<file path="src/rtl/program_loader.sv">
// program_loader: length-prefixed byte-stream boot loader.
// Receives LEN[15:8], LEN[7:0] and LEN data bytes over a valid/ready stream,
// writes the data bytes to consecutive RAM addresses starting at BASE_ADDR,
// and holds the CPU in reset until the image has been loaded.
// Optional feature macro: PROGRAM_LOADER_CHECKSUM_EN adds a trailing checksum
// byte; the 8-bit sum of all stream bytes, checksum included, must be zero.
module program_loader #(
    parameter int unsigned ADDR_W    = 9,
    parameter int unsigned BASE_ADDR = 0
) (
    input  logic              main_clk,
    input  logic              reset,
    input  logic              start,
    input  logic              in_valid,
    input  logic [7:0]        in_data,
    output logic              in_ready,
    output logic              mem_we,
    output logic [ADDR_W-1:0] mem_addr,
    output logic [7:0]        mem_wdata,
    output logic              cpu_reset,
    output logic              done,
    output logic              error
);

    localparam int unsigned LEN_W = 16;
    localparam int unsigned CAP_W = LEN_W + 1;
    // Largest image that fits between BASE_ADDR and the top of the RAM.
    localparam logic [CAP_W-1:0] CAPACITY = CAP_W'((1 << ADDR_W) - BASE_ADDR);
    localparam logic [ADDR_W-1:0] FIRST_ADDR = ADDR_W'(BASE_ADDR);

    typedef enum logic [2:0] {
        S_IDLE   = 3'd0,
        S_LEN_HI = 3'd1,
        S_LEN_LO = 3'd2,
        S_DATA   = 3'd3,
`ifdef PROGRAM_LOADER_CHECKSUM_EN
        S_CHK    = 3'd4,
`endif
        S_DONE   = 3'd5,
        S_ERR    = 3'd6
    } state_e;

    state_e              state_q,     state_d;
    logic [7:0]          len_hi_q,    len_hi_d;
    logic [LEN_W-1:0]    remaining_q, remaining_d;
    logic [ADDR_W-1:0]   addr_q,      addr_d;
    logic                mem_we_q,    mem_we_d;
    logic [ADDR_W-1:0]   mem_addr_q,  mem_addr_d;
    logic [7:0]          mem_wdata_q, mem_wdata_d;
    logic                cpu_reset_q, cpu_reset_d;
    logic                done_q,      done_d;
    logic                error_q,     error_d;

    logic                in_ready_c;
    logic                xfer_c;
    logic [LEN_W-1:0]    len_full_c;
    logic                len_ovf_c;
    logic                len_zero_c;

`ifdef PROGRAM_LOADER_CHECKSUM_EN
    logic [7:0]          sum_q, sum_d;
    logic [7:0]          sum_next_c;
`endif

    // Stream handshake: ready is a pure decode of the registered state.
    always_comb begin
        in_ready_c = 1'b0;
        case (state_q)
            S_LEN_HI,
            S_LEN_LO,
`ifdef PROGRAM_LOADER_CHECKSUM_EN
            S_CHK,
`endif
            S_DATA:  in_ready_c = 1'b1;
            default: in_ready_c = 1'b0;
        endcase
    end

    assign xfer_c     = in_valid && in_ready_c;
    assign len_full_c = {len_hi_q, in_data};
    assign len_ovf_c  = {1'b0, len_full_c} > CAPACITY;
    assign len_zero_c = (len_full_c == '0);

`ifdef PROGRAM_LOADER_CHECKSUM_EN
    assign sum_next_c = sum_q + in_data;
`endif

    // Next-state, datapath and output decode.
    always_comb begin
        state_d     = state_q;
        len_hi_d    = len_hi_q;
        remaining_d = remaining_q;
        addr_d      = addr_q;
        mem_we_d    = 1'b0;
        mem_addr_d  = mem_addr_q;
        mem_wdata_d = mem_wdata_q;
`ifdef PROGRAM_LOADER_CHECKSUM_EN
        sum_d       = sum_q;
`endif

        case (state_q)
            S_IDLE: begin
                if (start) begin
                    state_d = S_LEN_HI;
                end
            end

            S_LEN_HI: begin
                if (xfer_c) begin
                    len_hi_d = in_data;
`ifdef PROGRAM_LOADER_CHECKSUM_EN
                    sum_d    = in_data;
`endif
                    state_d  = S_LEN_LO;
                end
            end

            S_LEN_LO: begin
                if (xfer_c) begin
`ifdef PROGRAM_LOADER_CHECKSUM_EN
                    sum_d = sum_next_c;
`endif
                    if (len_ovf_c) begin
                        state_d = S_ERR;
                    end else if (len_zero_c) begin
`ifdef PROGRAM_LOADER_CHECKSUM_EN
                        state_d = S_CHK;
`else
                        state_d = S_DONE;
`endif
                    end else begin
                        remaining_d = len_full_c;
                        addr_d      = FIRST_ADDR;
                        state_d     = S_DATA;
                    end
                end
            end

            S_DATA: begin
                if (xfer_c) begin
                    mem_we_d    = 1'b1;
                    mem_addr_d  = addr_q;
                    mem_wdata_d = in_data;
                    addr_d      = ADDR_W'(addr_q + 1'b1);
                    remaining_d = LEN_W'(remaining_q - 1'b1);
`ifdef PROGRAM_LOADER_CHECKSUM_EN
                    sum_d       = sum_next_c;
`endif
                    if (remaining_q == LEN_W'(1)) begin
`ifdef PROGRAM_LOADER_CHECKSUM_EN
                        state_d = S_CHK;
`else
                        state_d = S_DONE;
`endif
                    end
                end
            end

`ifdef PROGRAM_LOADER_CHECKSUM_EN
            S_CHK: begin
                if (xfer_c) begin
                    sum_d = sum_next_c;
                    if (sum_next_c == 8'h00) begin
                        state_d = S_DONE;
                    end else begin
                        state_d = S_ERR;
                    end
                end
            end
`endif

            S_DONE, S_ERR: begin
                if (start) begin
                    state_d = S_LEN_HI;
                end
            end

            default: begin
                state_d = S_IDLE;
            end
        endcase

        // Status flags track the state being entered so they are registered
        // and change on the same edge as the state itself.
        cpu_reset_d = (state_d != S_DONE);
        done_d      = (state_d == S_DONE);
        error_d     = (state_d == S_ERR);
    end

    // Control state: FSM, length, counters.
    always_ff @(posedge main_clk) begin
        if (reset) begin
            state_q     <= S_IDLE;
            len_hi_q    <= '0;
            remaining_q <= '0;
            addr_q      <= '0;
        end else begin
            state_q     <= state_d;
            len_hi_q    <= len_hi_d;
            remaining_q <= remaining_d;
            addr_q      <= addr_d;
        end
    end

`ifdef PROGRAM_LOADER_CHECKSUM_EN
    // Running checksum over length and data bytes.
    always_ff @(posedge main_clk) begin
        if (reset) begin
            sum_q <= '0;
        end else begin
            sum_q <= sum_d;
        end
    end
`endif

    // RAM write port: one-cycle pulse per accepted data byte; reset drops any pending write.
    always_ff @(posedge main_clk) begin
        if (reset) begin
            mem_we_q    <= 1'b0;
            mem_addr_q  <= '0;
            mem_wdata_q <= '0;
        end else begin
            mem_we_q    <= mem_we_d;
            mem_addr_q  <= mem_addr_d;
            mem_wdata_q <= mem_wdata_d;
        end
    end

    // Status outputs: CPU reset, done and error flags.
    always_ff @(posedge main_clk) begin
        if (reset) begin
            cpu_reset_q <= 1'b1;
            done_q      <= 1'b0;
            error_q     <= 1'b0;
        end else begin
            cpu_reset_q <= cpu_reset_d;
            done_q      <= done_d;
            error_q     <= error_d;
        end
    end

    assign in_ready  = in_ready_c;
    assign mem_we    = mem_we_q;
    assign mem_addr  = mem_addr_q;
    assign mem_wdata = mem_wdata_q;
    assign cpu_reset = cpu_reset_q;
    assign done      = done_q;
    assign error     = error_q;

endmodule
</file>
<file path="config.mk">
export PLATFORM = sky130hd
export DESIGN_NAME = program_loader
export DESIGN_NICKNAME = d
export VERILOG_FILES = /design/src/rtl/program_loader.sv
export SDC_FILE = /design/constraint.sdc
export NUM_CORES = 1
export LEC_CHECK = 0
export ABC_AREA = 1
export CAP_MARGIN = 15
export CORE_UTILIZATION = 56
export DETAILED_ROUTE_END_ITERATION = 16
export PLACE_DENSITY = 0.77
export SYNTH_ARGS = -nofsm -noshare
export SYNTH_HDL_FRONTEND = slang
export SYNTH_SLANG_ARGS = --single-unit
</file>
<file path="constraint.sdc">
create_clock -name main_clk -period 2 [get_ports main_clk]
set_input_delay 0.4 -clock main_clk [delete_from_list [all_inputs] [get_ports main_clk]]
set_output_delay 0.4 -clock main_clk [all_outputs]
set_load 0.05 [all_outputs]
</file>
== Yosys cells after proc, flatten, opt, wreduce, memory -nomap -nowiden ==
Index checks and enable logic that the tools add are counted.

* Flip-flop bits (word level): 57
* Latch bits: 0
* Bits in writable memories: 0
* Memory bits (read-only): 0
* Word-level logic and storage cells: 57
* Memories: 0

* Add/subtract/negate cells: 2
* Multipliers: 0
* Div/mod/pow operators: 0
* $lt $le $gt $ge: 1
* Eq/ne operators: 13
* Shift-type cells: 0
* Multiplexer cells: 20
* Bitwise logic cells: 1
* Reductions and logical operators: 10

{| class="wikitable"
|+ Operators with widths
! kind !! count
|-
| $mux 16 || 4
|-
| $mux 9 || 4
|-
| $pmux 16 s2 || 1
|-
| $mux 3 || 7
|-
| $pmux 9 s2 || 1
|-
| $eq 16x1->1 const B || 1
|-
| $gt 16x10->1 const B || 1
|-
| $logic_not 16->1 || 1
|-
| $sub 16x1->16 const B || 1
|-
| $eq 3x3->1 const B || 4
|-
| $pmux 3 s4 || 1
|-
| $add 9x1->9 const B || 1
|-
| $ne 2x2->1 const B || 4
|-
| $eq 3x2->1 const B || 2
|-
| $reduce_or 3->1 || 2
|-
| $reduce_and 5->1 || 1
|-
| $reduce_and 2->1 || 2
|-
| $eq 3x1->1 const B || 1
|-
| $logic_not 3->1 || 1
|-
| $ne 3x3->1 const B || 1
|-
| $mux 1 || 2
|-
| $reduce_bool 2->1 || 1
|-
| $reduce_or 2->1 || 1
|-
| $logic_and 1x1->1 || 1
|-
| $not 1->1 || 1
|}

== Depth between registers and ports, before layout ==
* Depth after elaboration: 7
* Mapped depth: 12

== Worst setup path before layout ==
OpenSTA, ideal clock, no wires.

* Path type: input -> register
* Start point: in in_data[4]
* End point: reg addr_q[0]
* Library setup time: 0.128 ns
* Arrival time: 1.428 ns
* Data required time: 1.872 ns
* Path slack: 0.444 ns
* Cell stages on the path: 10
* Buffers on the path: 2
* Cell sequence: nor2_1 -> nand3_1 -> o21bai_4 -> nand2_1 -> nand2_2 -> nand2_2 -> buf_6 -> buf_8 -> a21oi_1 -> nor2_1

* Longest elaborated chain between the ends: 3
* Elaborated cells between the ends (all ways): 5
* Classes of those cells: order compare: 1; eq/ne: 2; reduce/logical: 2

{| class="wikitable"
|+ Ends and longest elaborated chain
! what !! line !! source
|-
| start: declaration || 15 || <nowiki>input logic [7:0] in_data,</nowiki>
|-
| $gt 16x10->1 / $logic_not 16->1 (equally long branches) || 81, 82 ||
|-
| $ne 2x2->1 (no line) || -- ||
|-
| $reduce_and 5->1 (no line) (*) || -- ||
|-
| end signal: assignment || 201 || <nowiki>addr_q <= addr_d;</nowiki>
|-
| end: declaration || 46 || <nowiki>logic [ADDR_W-1:0] addr_q, addr_d;</nowiki>
|}

Every way passes the cells marked *; elsewhere a longest branch is shown, timed or not.
A chain may end at the register's enable or synchronous reset.

== Worst setup path after layout ==
* Start point: reg mem_wdata_q[1] (netlist: mem_wdata[1])
* End point: out mem_wdata[1]

{| class="wikitable"
|+ RTL lines
! what !! line !! source
|-
| start: declaration || 49 || <nowiki>logic [7:0] mem_wdata_q, mem_wdata_d;</nowiki>
|-
| start signal: assignment || 225 || <nowiki>mem_wdata_q <= mem_wdata_d;</nowiki>
|-
| end: declaration || 19 || <nowiki>output logic [7:0] mem_wdata,</nowiki>
|}

No word-level cell between the ends.

==> run_results.csv <==
group,metric,value,unit
timing,slew_headroom,66.3,%
clock_tree,cts-hold-fix-buffers,0,
worst_setup_path,crit_family,"buffers and inverters",
final_layout,insertedDiodeCount,0,
worst_setup_path,crit_required,1.60,ns
routing,avgViaCountPerCell,5.17,
place,placed_cells,539,
floorplan,die_w,73.7,µm
yosys,yosys-top-cells-count,"nand2_1, nor2_1, dfxtp_1",
timing,rsz0062_at_grt,"false",
yosys,syn-instance-count,431,
clock_tree,cts_setup_buffers,0,
worst_setup_path,endpoint_kind,"output pin",
worst_setup_path,arrival,1.51,ns
power,p_leak,1.48,nW
global_routing,first_global_vias,2598,
floorplan,core_area,0.00485,mm²
worst_setup_path,max_stage_delay,0.81,ns
hold_path,hp-class,"reg -> reg",
final_layout,seqCellArea,0.00114,mm²
floorplan,dieArea,0.00543,mm²
yosys,yosysMostFrequentCell,"nand2_1",
worst_setup_path,crit_path_max_fanout,2,
routing,ant_nets,0,
yosys,synth_area_per_cell,6.68,µm²
final_layout,nets,498,
final_layout,finalNonFillerCells,555,
clock_tree,cts_buffers,9,
place,placed_cell_area,0.00337,mm²
yosys,synthTopCellsByArea,"dfxtp_1, nand2_1, nor2_1, a21oi_1, o21ai_0",
floorplan,rows,25,
clock_tree,cts_tree,"built",
routing,drt_iter0_markers,179,
clock_tree,clock_sinks,57,
yosys,synth_edf_count,0,
place,io_buffers,33,
timing,clock-skew-final,0.00507,ns
power,finalPower,4.14,mW
routing,remaining_drc_errors,0,
place,gp_congestion,0.936,
clock_tree,cts-htree-levels,3,
timing,fin_crit_sh,95.3,%
final_layout,final_util,73.5,%
floorplan,pin_count,34,
yosys,synth_fp_nets,446,
routing,drt_first_pass_iters,5,
worst_setup_path,setup.worst_path.start_class,"flop",
final_layout,multiInputGateArea,0.00152,mm²
routing,num_vias,2869,
yosys,yosysWarnings,0,
worst_setup_path,worstSetupPathType,"reg -> out",
global_routing,grt.total_usage,28.2,%
yosys,async_flop_share,0,%
worst_setup_path,worst_path_max_delay_cell,"clkdlybuf4s50_1",
clock_tree,ctsResizeCount,0,
worst_setup_path,crit_chain,"clkdlybuf4s50_1",
global_routing,grt_max_degree,27,
final_layout,fillers,436,
timing,fin_ws,0.0942,ns
global_routing,antenna_found_initial,0,
routing,wl,6.97,mm
global_routing,grt_first_pass_wirelength,11.5,mm
floorplan,start_util,59.4,%
clock_tree,root_buffer,"clkbuf_8",
yosys,ys_ff_latch,57,
timing,finalSetupViolations,0,
yosys,synthDominantCellAreaShare,39.7,%
timing,drv_slew,0,
place,hpwl,4.98,mm
routing,routedWlPerCell,12.6,µm
floorplan,die_h,73.7,µm
clock_tree,insertion_delay,0.35,ns
clock_tree,path_clk_slew,0.06,ns
power,ir_worst_vdd,0.000832,V
yosys,syn_area,0.00288,mm²
yosys,synth_cell_types,30,
status,status,"completed",
timing,finalCriticalPeriod,1.91,ns
place,dpl_worst_slack,-0.0939,ns
yosys,yosysSeqAreaShare,39.7,%
worst_setup_path,crit_buf_inv,1,
final_layout,final_layout_size_suffix_gt1_share,11.3,%
global_routing,grt-ovfl-total,0,
yosys,synth_ff_type,"dfxtp_1",
power,p_per_area,1160,mW/mm²
final_layout,fin_area,0.00356,mm²
job,drv_cap,0,
timing,hold_violations,0,
timing,max_slew.worst_pin.slew,0.504,ns
timing,fmax,0.525,GHz
clock_tree,cts_buffer_depth,2,
yosys,yosys.area.top_type,"dfxtp_1",
final_layout,syn2layout_area_growth,23.8,%
-- sequential cells by signal (all words and copies together) (netlist names) --
name,count
addr_q,9
cpu_reset,1
done,1
error,1
len_hi_q,8
mem_addr,9
mem_wdata,8
mem_we,1
remaining_q,16
state_q,3
-- final timing paths --
kind	cells past startpoint	from	to	slack [ns]
setup / recovery	1	mem_wdata[1]	mem_wdata[1]	0.09
hold / removal	2	mem_addr[7]	mem_addr[7]	0.46
setup reg to reg	8	state_q[2]	remaining_q[1]	0.35
hold reg to reg	2	mem_addr[7]	mem_addr[7]	0.46
-- metal layers --
layer  share of wire (%)  vias to the layer above  wire length, µm  global-route usage (%)
met1                  47                     1291             3280                    35.6
met5                   0                        -                0                       0
li1                    -                     1487                -                       -
met4                 2.3                        0              158                    12.8
met2                  45                       74             3170                    45.2
met3                 5.1                       17              357                    7.00
-- stage by stage --
step | hold slack, ns | setup TNS (ns)
after floorplan | 0.443 | 0
after global routing | 0.486 | 0
after CTS | 0.465 | 0
after global placement | 0.451 | -0.160
final | 0.464 | 0
after detailed placement | 0.455 | -0.548
-- final cells by class --
type                            instances  area share, %
Multi-Input combinational cell        326           42.6
Sequential cell                        57           32.0
Timing Repair Buffer                   58           14.5
Clock buffer                           13           4.18
Inverter                               31           3.27
Tap cell                               67           2.35
Clock inverter                          3           1.12
-- cells in the final DEF (no fill, tap or decap), drive strengths merged, types with 13 or more instances in the layout --
cell and n:
nor2 80, dfxtp 57, nand3 26, a21oi 37, clkdlybuf4s50 32, o21ai 27, buf 26, clkbuf 13
inv 30, nand2 124
-- power breakdown --
part / internal, mW / switching (mW) / total (mW)
combinational: 0.647 / 1.05 / 1.70
sequential: 1.27 / 0.111 / 1.38
clock: 0.606 / 0.453 / 1.06
-- cells by family (layout without fill, tap and decap cells) --
kind of cell	count (synthesis)	count (layout)	synth area share (%)
simple gates	240	240	34.6
compound gates	72	72	13.4
fa+ha+maj	3	3	1.30
flops	57	57	39.7
xor+xnor	11	11	3.35
buf+inv	48	105	7.65
-- worst register-to-register path, cell delays in order (launching register included) --
cell and delay [ns]:
dfxtp_1 0.35, inv_2 0.12, nand2_1 0.11, nor2_4 0.21, inv_1 0.28, nand2_1 0.13, o21ai_0 0.09, o21ai_0 0.20
nor2_1 0.05
Note: power is estimated with default switching activity, not from simulation.
